--- src/rtl/uart_tx_ctrl.sv ---
// UART transmit controller: pops one word from the TX FIFO and serialises it as start, data LSB-first, optional parity, stop.
// Optional parity bit is enabled by defining UART_TX_PARITY_EN.
module uart_tx_ctrl #(
  parameter int DATA_SIZE    = 8,
  parameter int CLKS_PER_BIT = 16,
  parameter int STOP_BITS    = 1,
  parameter int PARITY_ODD   = 0
) (
  input  logic                 clock,
  input  logic                 reset,
  input  logic                 tx_enable,
  input  logic                 fifo_empty,
  input  logic [DATA_SIZE-1:0] fifo_data,
  output logic                 fifo_rden,
  output logic                 tx,
  output logic                 tx_busy,
  output logic                 tx_done
);

  localparam int DIV_W = $clog2(CLKS_PER_BIT);
  localparam int BIT_W = $clog2(DATA_SIZE + 1);
  localparam logic [DIV_W-1:0] DIV_LAST  = DIV_W'(CLKS_PER_BIT - 1);
  localparam logic [BIT_W-1:0] DATA_LAST = BIT_W'(DATA_SIZE - 1);
  localparam logic [BIT_W-1:0] STOP_LAST = BIT_W'(STOP_BITS - 1);

  if (CLKS_PER_BIT < 2 || STOP_BITS < 1 || STOP_BITS > 2 || PARITY_ODD < 0 || PARITY_ODD > 1)
  begin : g_bad_cfg
    $error("uart_tx_ctrl: unsupported parameter combination");
  end

  typedef enum logic [2:0] {
    S_IDLE,
    S_POP,
    S_LOAD,
    S_START,
    S_DATA,
`ifdef UART_TX_PARITY_EN
    S_PARITY,
`endif
    S_STOP
  } state_t;

  state_t                 state_q, state_d;
  logic [DIV_W-1:0]       div_q, div_d;
  logic [BIT_W-1:0]       bit_cnt_q, bit_cnt_d;
  logic [DATA_SIZE-1:0]   shreg_q, shreg_d;
  logic                   tx_q, tx_d;
  logic                   bit_end;
`ifdef UART_TX_PARITY_EN
  logic                   par_q;
`endif

  assign bit_end   = (div_q == DIV_LAST);
  assign fifo_rden = (state_q == S_POP);
  assign tx_busy   = (state_q != S_IDLE);
  assign tx_done   = (state_q == S_STOP) && bit_end && (bit_cnt_q == STOP_LAST);
  assign tx        = tx_q;

  always_comb begin
    state_d   = state_q;
    div_d     = div_q;
    bit_cnt_d = bit_cnt_q;
    shreg_d   = shreg_q;
    case (state_q)
      S_IDLE: if (tx_enable && !fifo_empty) state_d = S_POP;
      S_POP:  state_d = S_LOAD;
      S_LOAD: begin
        shreg_d   = fifo_data;
        div_d     = '0;
        bit_cnt_d = '0;
        state_d   = S_START;
      end
      S_START: begin
        if (bit_end) begin
          div_d   = '0;
          state_d = S_DATA;
        end else begin
          div_d = div_q + 1'b1;
        end
      end
      S_DATA: begin
        if (bit_end) begin
          div_d = '0;
          if (bit_cnt_q == DATA_LAST) begin
            bit_cnt_d = '0;
`ifdef UART_TX_PARITY_EN
            state_d   = S_PARITY;
`else
            state_d   = S_STOP;
`endif
          end else begin
            bit_cnt_d = bit_cnt_q + 1'b1;
            shreg_d   = shreg_q >> 1;
          end
        end else begin
          div_d = div_q + 1'b1;
        end
      end
`ifdef UART_TX_PARITY_EN
      S_PARITY: begin
        if (bit_end) begin
          div_d     = '0;
          bit_cnt_d = '0;
          state_d   = S_STOP;
        end else begin
          div_d = div_q + 1'b1;
        end
      end
`endif
      S_STOP: begin
        if (bit_end) begin
          div_d = '0;
          if (bit_cnt_q == STOP_LAST) begin
            bit_cnt_d = '0;
            state_d   = S_IDLE;
          end else begin
            bit_cnt_d = bit_cnt_q + 1'b1;
          end
        end else begin
          div_d = div_q + 1'b1;
        end
      end
      default: state_d = S_IDLE;
    endcase

    // tx is registered from the next state so the line changes together with the state
    case (state_d)
      S_START:  tx_d = 1'b0;
      S_DATA:   tx_d = shreg_d[0];
`ifdef UART_TX_PARITY_EN
      S_PARITY: tx_d = par_q;
`endif
      default:  tx_d = 1'b1;
    endcase
  end

  always_ff @(posedge clock) begin
    if (reset) begin
      state_q   <= S_IDLE;
      div_q     <= '0;
      bit_cnt_q <= '0;
      shreg_q   <= '0;
      tx_q      <= 1'b1;
    end else begin
      state_q   <= state_d;
      div_q     <= div_d;
      bit_cnt_q <= bit_cnt_d;
      shreg_q   <= shreg_d;
      tx_q      <= tx_d;
    end
  end

`ifdef UART_TX_PARITY_EN
  // Parity is taken from the whole word at load time since the shift register is consumed by DATA
  always_ff @(posedge clock) begin
    if (reset) begin
      par_q <= 1'b0;
    end else if (state_q == S_LOAD) begin
      par_q <= (^fifo_data) ^ 1'(PARITY_ODD);
    end
  end
`endif

endmodule

--- config.mk ---
export PLATFORM = sky130hd
export DESIGN_NAME = uart_tx_ctrl
export DESIGN_NICKNAME = d
export VERILOG_FILES = /design/src/rtl/uart_tx_ctrl.sv
export SDC_FILE = /design/constraint.sdc
export NUM_CORES = 1
export LEC_CHECK = 0
export ABC_AREA = 1
export CAP_MARGIN = 20
export CORE_UTILIZATION = 55
export CTS_CLUSTER_DIAMETER = 100
export CTS_CLUSTER_SIZE = 8
export DETAILED_ROUTE_END_ITERATION = 10
export PLACE_DENSITY = 0.81
export SETUP_SLACK_MARGIN = 0.15
export SYNTH_ARGS = -nofsm -noshare
export SYNTH_HDL_FRONTEND = slang
export SYNTH_SLANG_ARGS = --single-unit
--- constraint.sdc ---
create_clock -name clock -period 4.34 [get_ports clock]
set_input_delay 1.302 -clock clock [delete_from_list [all_inputs] [get_ports clock]]
set_output_delay 1.302 -clock clock [all_outputs]
set_load 0.03 [all_outputs]
==> results of run 1 <==
-- critical path, stage by stage (launching register included) --
cell and delay, ns:
sky130_fd_sc_hd__dfxtp_1 0.38, sky130_fd_sc_hd__ha_1 0.19, sky130_fd_sc_hd__nand3_1 0.21, sky130_fd_sc_hd__nor4_1 0.29, sky130_fd_sc_hd__clkdlybuf4s50_1 0.71
-- per-layer routing --
layer  wire length, um  vias to the layer above  GRT usage, %  part of all wire, %
met2              1070                       37          42.9                   50
met3               118                        2          2.40                  5.5
met5                 0                        -             0                    0
li1                  -                      551             -                    -
met1               942                      474          27.0                   44
met4                13                        0          12.1                 0.60
-- layout make-up --
type	count	share of cell area (%)
Sequential cell	20	32.6
Clock buffer	3	1.83
Timing Repair Buffer	15	12.2
Multi-Input combinational cell	118	45.9
Inverter	16	4.89
Tap cell	25	2.55
-- logic make-up (layout without fill, tap and decap cells) --
family / after synthesis / in the layout / share of synthesized area [%]
flip-flops: 20 / 20 / 38.8
adder cells (fa/ha/maj): 3 / 3 / 3.64
AND/OR/NAND/NOR: 91 / 91 / 38.0
buffers and inverters: 18 / 34 / 6.55
AO/OA/AOI/OAI: 24 / 24 / 13.0
-- through the flow --
step / std cells / util, % / instance area (um^2) / power (mW) / worst slack (ns)
global placement: 194 / 69.0 / 1200 / 0.273 / 1.34
floorplan: 156 / - / 1030 / 0.248 / 1.38
global route: 197 / 70.3 / 1230 / 0.372 / 0.824
CTS: 197 / 70.3 / 1230 / 0.359 / 0.928
finish: 197 / 70.3 / 1230 / 0.357 / 0.952
detailed placement: 194 / 69.0 / 1200 / 0.274 / 1.27
-- sequential cells by signal (all words and copies together), names as in the netlist --
name	count
tx	1
shreg_q	8
state_q	3
bit_cnt_q	4
div_q	4
-- layout by cell type, fill, tap and decap left out --
cell type	Yosys	final
sky130_fd_sc_hd__nand2_1	50	50
sky130_fd_sc_hd__dfxtp_1	20	20
sky130_fd_sc_hd__nand3_1	19	19
sky130_fd_sc_hd__clkdlybuf4s50_1	0	15
sky130_fd_sc_hd__nor2_1	13	13
sky130_fd_sc_hd__inv_1	12	12
sky130_fd_sc_hd__a31oi_1	9	9
sky130_fd_sc_hd__a21oi_1	8	8
sky130_fd_sc_hd__inv_2	4	4
sky130_fd_sc_hd__o21ai_1	4	4
sky130_fd_sc_hd__ha_1	3	3
sky130_fd_sc_hd__clkbuf_4	0	3
sky130_fd_sc_hd__nand4_1	2	2
sky130_fd_sc_hd__nor3_1	2	2
sky130_fd_sc_hd__o21ai_0	2	2
sky130_fd_sc_hd__nand2_2	1	1
sky130_fd_sc_hd__nor4_1	1	1
sky130_fd_sc_hd__o211ai_1	1	1
sky130_fd_sc_hd__nor2_2	1	1
sky130_fd_sc_hd__nor2_4	1	1
sky130_fd_sc_hd__nand3b_1	1	1
-- path summary, 6_finish.rpt --
kind / to / from / slack [ns] / cells past startpoint
hold / removal: shreg_q[7]$_SDFFE_PP0P_ / shreg_q[7]$_SDFFE_PP0P_ / 0.47 / 2
setup / recovery: tx_done / div_q[0]$_SDFFE_PP0P_ / 0.95 / 4
setup reg to reg: tx$_SDFF_PP1_ / div_q[0]$_SDFFE_PP0P_ / 2.68 / 8
hold reg to reg: shreg_q[7]$_SDFFE_PP0P_ / shreg_q[7]$_SDFFE_PP0P_ / 0.47 / 2
-- where the power goes --
group          switching, mW  total, mW  internal, mW
Combinational         0.0408     0.0713        0.0304
Sequential           0.00651      0.199         0.192
Clock                 0.0545     0.0868        0.0323
==> metrics.txt, run 1 <==
area of the multi-input gates 563 um^2; net count of the mapped netlist 171; static leakage 0.496 nW; slew of the pin with the lowest slew margin 0.585 ns; most area-hungry cell type in the Yosys netlist sky130_fd_sc_hd__dfxtp_1; fraction of synthesized cell area taken by the top area cell type 38.8%; DIE AREA 2050 um^2; CP arrival 2.09 ns; placer congestion estimate 0.919; status finished clean; final-layout setup total negative slack 0 ns; cell with the most instances after synthesis sky130_fd_sc_hd__nand2_1; final number of hold-violating endpoints 0; clock buffer depth 2; TritonCTS sink count 20; Mapped Avg Cell Area 6.61 um^2; critical setup path kind reg -> out; CTS tree yes; Max VDD drop 185 uV; max-capacitance violation count 0; fill cell count 154; normalized max-slew margin 60.9%; worst hold margin 0.473 ns; cell count after synthesis 156; largest cells by area after synthesis sky130_fd_sc_hd__dfxtp_1, sky130_fd_sc_hd__nand2_1, sky130_fd_sc_hd__nand3_1; Worst Skew 0.00491 ns; post-synth design cell area 1030 um^2; number of post-CTS setup repair buffers 0; via count of the first global-routing pass 917; floorplan die height 45.3 um; Routed Wire Length 2150 um; CTS hold repair buffers 0; remaining routing DRC violations 0; via-per-instance ratio 5.40; drt first-iter violations 30; global-route wire length before repair 3520 um; CP Data Required Time 3.04 ns; effective utilization at floorplan 59.1%; CTS H-tree lvls 1; insertion delay of the later-clocked pin in the worst-skew pair 0.30 ns; die span in x 45.3 um; overall track demand over capacity in global routing 23.6%; EDFF count, synth 0; register area 400 um^2; Period Utilization, post-route 78.1%; wire length per cell 10.9 um; sequential fraction of the synthesis area 38.8%; prevailing post-synth register cell sky130_fd_sc_hd__dfxtp_1; antenna cells 0; I/O pin count 16; final-report max-slew violation count 0; list of most frequent post-synthesis cells sky130_fd_sc_hd__nand2_1, sky130_fd_sc_hd__dfxtp_1, sky130_fd_sc_hd__nand3_1; CP Max Fanout 6; synth unique cells 20; antenna violations before repair 0; total power density per cell area 291 nW/um^2; total number of yosys warnings 0; minimum clock period 3.39 ns; Routed Antenna Nets 0; timing-limited maximum frequency 295 MHz; cts repair resizes 0; post-synthesis to final-layout area growth 19.1%; area of the core region 1750 um^2; overall via count from detail_route 1064; CTS clock-pin slew for the worst setup and hold paths 0.11 ns; RSZ-0062 raised after global routing false; number of placement rows 15; Clk Tree Root Cell sky130_fd_sc_hd__clkbuf_4; element type at the critical path start flop; number of setup violations in the final report 0; worst min path class reg -> reg; Seq cells post-synth 20; detailed placement HPWL 1640 um; Nets 189; quantity of I/O buffers inserted on ports 15; largest net degree at the start of global routing 17; Detailed Routing Iterations Pass 1 4; fraction of layout instances using a drive strength above 1 5.81%; async set-or-reset flop fraction in the synthesized netlist 0%; clock buffers created by TritonCTS 3; Crit. End Element output port; residual overflow from global routing 0
(Power assumes the default switching activity.)
==> run 2, diff against run 1 <==
- CORE_UTILIZATION: 55 -> 52
- PLACE_DENSITY: 0.81 -> 0.78
- clock period: 4.34 -> 3.17 ns (I/O delays scaled with it)
==> run 2 against run 1 <==
Sequential share of layout area down 0.52 points. Design area up 1.6%. First-iteration DRC count down 3.3%. Wire length up 0.88%. Setup slack worse by 0.52 ns. Combinational power up 39%. Clock power up 67%.
==> metrics.txt, run 2 (synthesized netlist as in run 1, its figures left out) <==
CTS tree yes; timing-limited maximum frequency 365 MHz; Routed Wire Length 2170 um; utilization after layout 70.0%; quantity of I/O buffers inserted on ports 15; status finished clean; TritonCTS sink count 20; Period Utilization, post-route 86.5%; clock buffers created by TritonCTS 3; global-route wire length before repair 3390 um; worst min path class reg -> reg; detailed placement HPWL 1640 um; Max VDD drop 267 uV; number of post-CTS setup repair buffers 0; drt first-iter violations 29; RSZ-0062 raised after global routing false; placer congestion estimate 0.901; area of the core region 1780 um^2; critical setup path kind reg -> out; flip-flop count of the largest register after layout 8; via count of the first global-routing pass 881; CTS hold repair buffers 0; total power density per cell area 414 nW/um^2; post-synthesis to final-layout area growth 21.0%; insertion delay of the later-clocked pin in the worst-skew pair 0.29 ns; number of placement rows 15; die span in x 46.5 um; fraction of layout instances using a drive strength above 1 6.90%; clock buffer depth 2; worst hold margin 0.481 ns; Detailed Routing Iterations Pass 1 4; final-report max-slew violation count 0; final-layout setup total negative slack 0 ns; CP arrival 1.79 ns; minimum clock period 2.74 ns; Routed Antenna Nets 0; CP Max Fanout 6; final number of hold-violating endpoints 0; slew of the pin with the lowest slew margin 0.454 ns; I/O pin count 16; CTS H-tree lvls 1; largest net degree at the start of global routing 17; CTS clock-pin slew for the worst setup and hold paths 0.11 ns; Nets 190; static leakage 0.513 nW; highest cell delay on the worst timing path 0.43 ns; residual overflow from global routing 0; antenna cells 0; overall via count from detail_route 1078; Worst Skew 0.00271 ns; number of setup violations in the final report 0; CP Data Required Time 2.22 ns; cell with the biggest individual delay on the critical path sky130_fd_sc_hd__dlygate4sd2_1; cells along the critical path ha_1 -> nand3_1 -> nor4_1 -> dlygate4sd2_1; largest register by flop count shreg_q; registers with the most flip-flops shreg_q: 8 flops, bit_cnt_q: 4 flops, div_q: 4 flops; Clk Tree Root Cell sky130_fd_sc_hd__clkbuf_4; DIE AREA 2160 um^2; highest-count cells in the layout ignoring fill and taps sky130_fd_sc_hd__nand2_1, sky130_fd_sc_hd__dfxtp_1, sky130_fd_sc_hd__nand3_1, sky130_fd_sc_hd__clkdlybuf4s50_1, sky130_fd_sc_hd__nor2_1; antenna violations before repair 0; most common library cell in the layout ignoring fill and taps sky130_fd_sc_hd__nand2_1; element type at the critical path start flop; effective utilization at floorplan 57.8%; normalized max-slew margin 69.6%; via-per-instance ratio 5.42; max-capacitance violation count 0; wire length per cell 10.9 um; overall track demand over capacity in global routing 21.7%; remaining routing DRC violations 0; floorplan die height 46.5 um; Crit. End Element output port
-- run 2: timing repair --
| action | in CTS | in global routing |
|---|---|---|
| setup endpoints to repair | 1 | 0 |
| resized for setup | 1 | 0 |
| endpoints found under the hold margin | 0 | 0 |
-- run 2: metal layers --
layer | GRT usage [%] | share of wire (%) | vias up | routed length (um)
met5 | 0 | 0 | - | 0
met4 | 8.82 | 0.60 | 0 | 13
met3 | 2.35 | 6.8 | 2 | 147
met2 | 39.7 | 49 | 43 | 1060
met1 | 25.1 | 44 | 478 | 950
li1 | - | - | 555 | -
-- run 2: layout make-up --
cell class                      count  area, um^2
Sequential cell                    20         400
Multi-Input combinational cell    118         563
Inverter                           16        60.1
Timing Repair Buffer               16         156
Clock buffer                        4        36.3
Tap cell                           25        31.3
Fill cell                         152         536
-- run 2: final timing paths --
check	start	endpoint	slack, ns	cells past startpoint
worst max-delay path	div_q[0]$_SDFFE_PP0P_	tx_done	0.43	4
worst max register to register	div_q[0]$_SDFFE_PP0P_	tx$_SDFF_PP1_	1.51	8
worst min-delay path	shreg_q[7]$_SDFFE_PP0P_	shreg_q[7]$_SDFFE_PP0P_	0.48	2
worst min register to register	shreg_q[7]$_SDFFE_PP0P_	shreg_q[7]$_SDFFE_PP0P_	0.48	2
-- run 2: stage by stage --
step / instance area [um^2] / instances / worst slack [ns] / power, mW
final: 1250 / 199 / 0.428 / 0.516
after global routing: 1250 / 199 / 0.341 / 0.540
after CTS: 1250 / 199 / 0.444 / 0.518
after detailed placement: 1210 / 195 / 0.484 / 0.376
after global placement: 1210 / 195 / 0.518 / 0.374
after floorplan: 1030 / 156 / 0.557 / 0.340
-- run 2: worst max-delay path, delay by kind of cell (launching register included) --
kind	cells	cell delay, ns
buf+inv	1	0.43
simple gates	2	0.48
fa+ha+maj	1	0.20
flops	1	0.39
-- run 2: power by group --
part           internal (mW)  switching (mW)
Sequential             0.263         0.00845
Clock                 0.0699          0.0752
Combinational         0.0425          0.0568
==> run 3, diff against run 2 <==
- CORE_ASPECT_RATIO: unset -> 1.4
- CORE_UTILIZATION: 52 -> 40
- PLACE_DENSITY: 0.78 -> unset
- SETUP_SLACK_MARGIN: 0.15 -> unset
==> run 3 against run 2 <==
Sequential cell count is the same. Clock skew grew 0.0029 ns. Sequential share of layout area barely moved. Worst hold slack worse by 0.011 ns. Via count is 4.5% lower. Global-route usage down 3.2 points. Critical path depth is the same. Critical endpoint unchanged.
==> metrics.txt, run 3 (synthesized netlist as in run 1, its figures left out) <==
DIE AREA 2790 um^2; Internal Dissipation 350 uW; registers with the most flip-flops shreg_q: 8 flops, bit_cnt_q: 4 flops, div_q: 4 flops; switching power 135 uW; area of the core region 2420 um^2; clock buffers created by TritonCTS 3; cts repair resizes 0; flip-flop count of the largest register after layout 8; overall via count from detail_route 1030; quantity of I/O buffers inserted on ports 15; largest register by flop count shreg_q; Combinational Power Share 20.2%; element type at the critical path start flop; CP Max Fanout 6; final-layout setup total negative slack 0 ns; Sw Ratio 27.9%; insertion delay of the later-clocked pin in the worst-skew pair 0.29 ns; largest net degree at the start of global routing 16; number of setup violations in the final report 0; number of placement rows 21; Flop pwr share 55.9%; CP Data Required Time 2.22 ns; Routed Wire Length 2180 um; cell with the biggest individual delay on the critical path sky130_fd_sc_hd__dfxtp_1; overall track demand over capacity in global routing 18.5%; CTS tree yes; detailed placement HPWL 1790 um; CP arrival 1.68 ns; area of the multi-input gates 563 um^2; Routed Antenna Nets 0; TritonCTS sink count 20; worst min path class reg -> reg; antenna cells 0; max-capacitance violation count 0; number of post-CTS setup repair buffers 0; placer congestion estimate 0.874; normalized max-slew margin 71.1%; timing-limited maximum frequency 379 MHz; final worst-path setup slack 0.534 ns; static leakage 0.519 nW; register area 400 um^2; fraction of layout instances using a drive strength above 1 6.36%; Period Utilization, post-route 83.1%; Clk Tree Root Cell sky130_fd_sc_hd__clkbuf_4; CTS H-tree lvls 1; placement-stage worst setup slack 0.455 ns; highest-count cells in the layout ignoring fill and taps sky130_fd_sc_hd__nand2_1, sky130_fd_sc_hd__dfxtp_1, sky130_fd_sc_hd__nand3_1, sky130_fd_sc_hd__clkdlybuf4s50_1, sky130_fd_sc_hd__nor2_1; number of buffer and inverter stages on the critical path 1; cells along the critical path ha_1 -> nand3_1 -> nor4_1 -> dlymetal6s2s_1; CTS clock-pin slew for the worst setup and hold paths 0.11 ns; most common library cell in the layout ignoring fill and taps sky130_fd_sc_hd__nand2_1; Crit. End Element output port; clock buffer depth 2; slew of the pin with the lowest slew margin 0.431 ns; post-synthesis to final-layout area growth 21.1%; antenna violations before repair 0; final number of hold-violating endpoints 0; Nets 190; CTS hold repair buffers 0; critical setup path kind reg -> out; effective utilization at floorplan 42.7%; global-route wire length before repair 3770 um; delay-heaviest family, CP simple AND/OR/NAND/NOR gates; residual overflow from global routing 0; Detailed Routing Iterations Pass 1 4; Max VDD drop 336 uV; overall power after layout 485 uW; Worst Skew 0.00562 ns; highest cell delay on the worst timing path 0.38 ns; total power density per cell area 388 nW/um^2; die span in x 44.9 um; remaining routing DRC violations 0; via count of the first global-routing pass 926; status finished clean; floorplan die height 62.1 um; RSZ-0062 raised after global routing false; I/O pin count 16; wire length per cell 10.5 um; part of the total power dissipated in the clock network 23.8%; minimum clock period 2.64 ns; fill cell count 261; via-per-instance ratio 4.98; drt first-iter violations 15; final-report max-slew violation count 0
## run 3: cell types whose count changed in the layout (fill, tap and decap cells not counted)
cell                             before  now
sky130_fd_sc_hd__clkbuf_8             1    0
sky130_fd_sc_hd__dlygate4sd2_1        1    0
sky130_fd_sc_hd__dlymetal6s2s_1       0    1
## run 3: cell type report
class / instances / area share [%]
Tap cell: 34 / 3.41
Multi-Input combinational cell: 118 / 45.1
Sequential cell: 20 / 32.1
Clock buffer: 3 / 1.80
Inverter: 16 / 4.81
Timing Repair Buffer: 16 / 12.8
## run 3: power groups by stage
stage	Clock, mW	Combinational [mW]	Sequential, mW
6_report	0.116	0.0981	0.271
5_1_grt	0.134	0.112	0.274
4_1_cts	0.123	0.0991	0.271
3_5_place_dp	0	0.0989	0.277
3_3_place_gp	0	0.0984	0.277
2_1_floorplan	0	0.0625	0.277
## run 3: per-layer routing
| layer | vias up | global-route usage [%] | routed length, um |
|---|---|---|---|
| li1 | 556 | - | - |
| met1 | 455 | 20.7 | 963 |
| met2 | 17 | 34.5 | 1120 |
| met3 | 2 | 2.02 | 68 |
| met4 | 0 | 9.09 | 23 |
| met5 | - | 0 | 0 |
## run 3: worst reg2reg max path, stage by stage (launching register included)
cell and delay (ns):
sky130_fd_sc_hd__dfxtp_1 0.38, sky130_fd_sc_hd__ha_1 0.21, sky130_fd_sc_hd__nand3_1 0.20, sky130_fd_sc_hd__o21ai_1 0.28, sky130_fd_sc_hd__nand2_1 0.11, sky130_fd_sc_hd__nor2_1 0.13
sky130_fd_sc_hd__nand3_1 0.08, sky130_fd_sc_hd__nand2_1 0.06, sky130_fd_sc_hd__nand3_1 0.07
## run 3: final timing paths
check	from	slack [ns]	endpoint	cells after the start
worst max register to register	div_q[0]$_SDFFE_PP0P_	1.54	tx$_SDFF_PP1_	8
worst max-delay path	div_q[0]$_SDFFE_PP0P_	0.53	tx_done	4
worst min register to register	shreg_q[7]$_SDFFE_PP0P_	0.47	shreg_q[7]$_SDFFE_PP0P_	2
worst min-delay path	shreg_q[7]$_SDFFE_PP0P_	0.47	shreg_q[7]$_SDFFE_PP0P_	2
## run 3: stage by stage
step           util (%)  hold WS, ns  area (um^2)  instances
6_report           51.7        0.470         1250        207
5_1_grt            51.7        0.504         1250        207
4_1_cts            51.6        0.475         1250        207
3_5_place_dp       50.6        0.458         1220        204
3_3_place_gp       50.6        0.456         1220        204
2_1_floorplan         -        0.439         1030        156
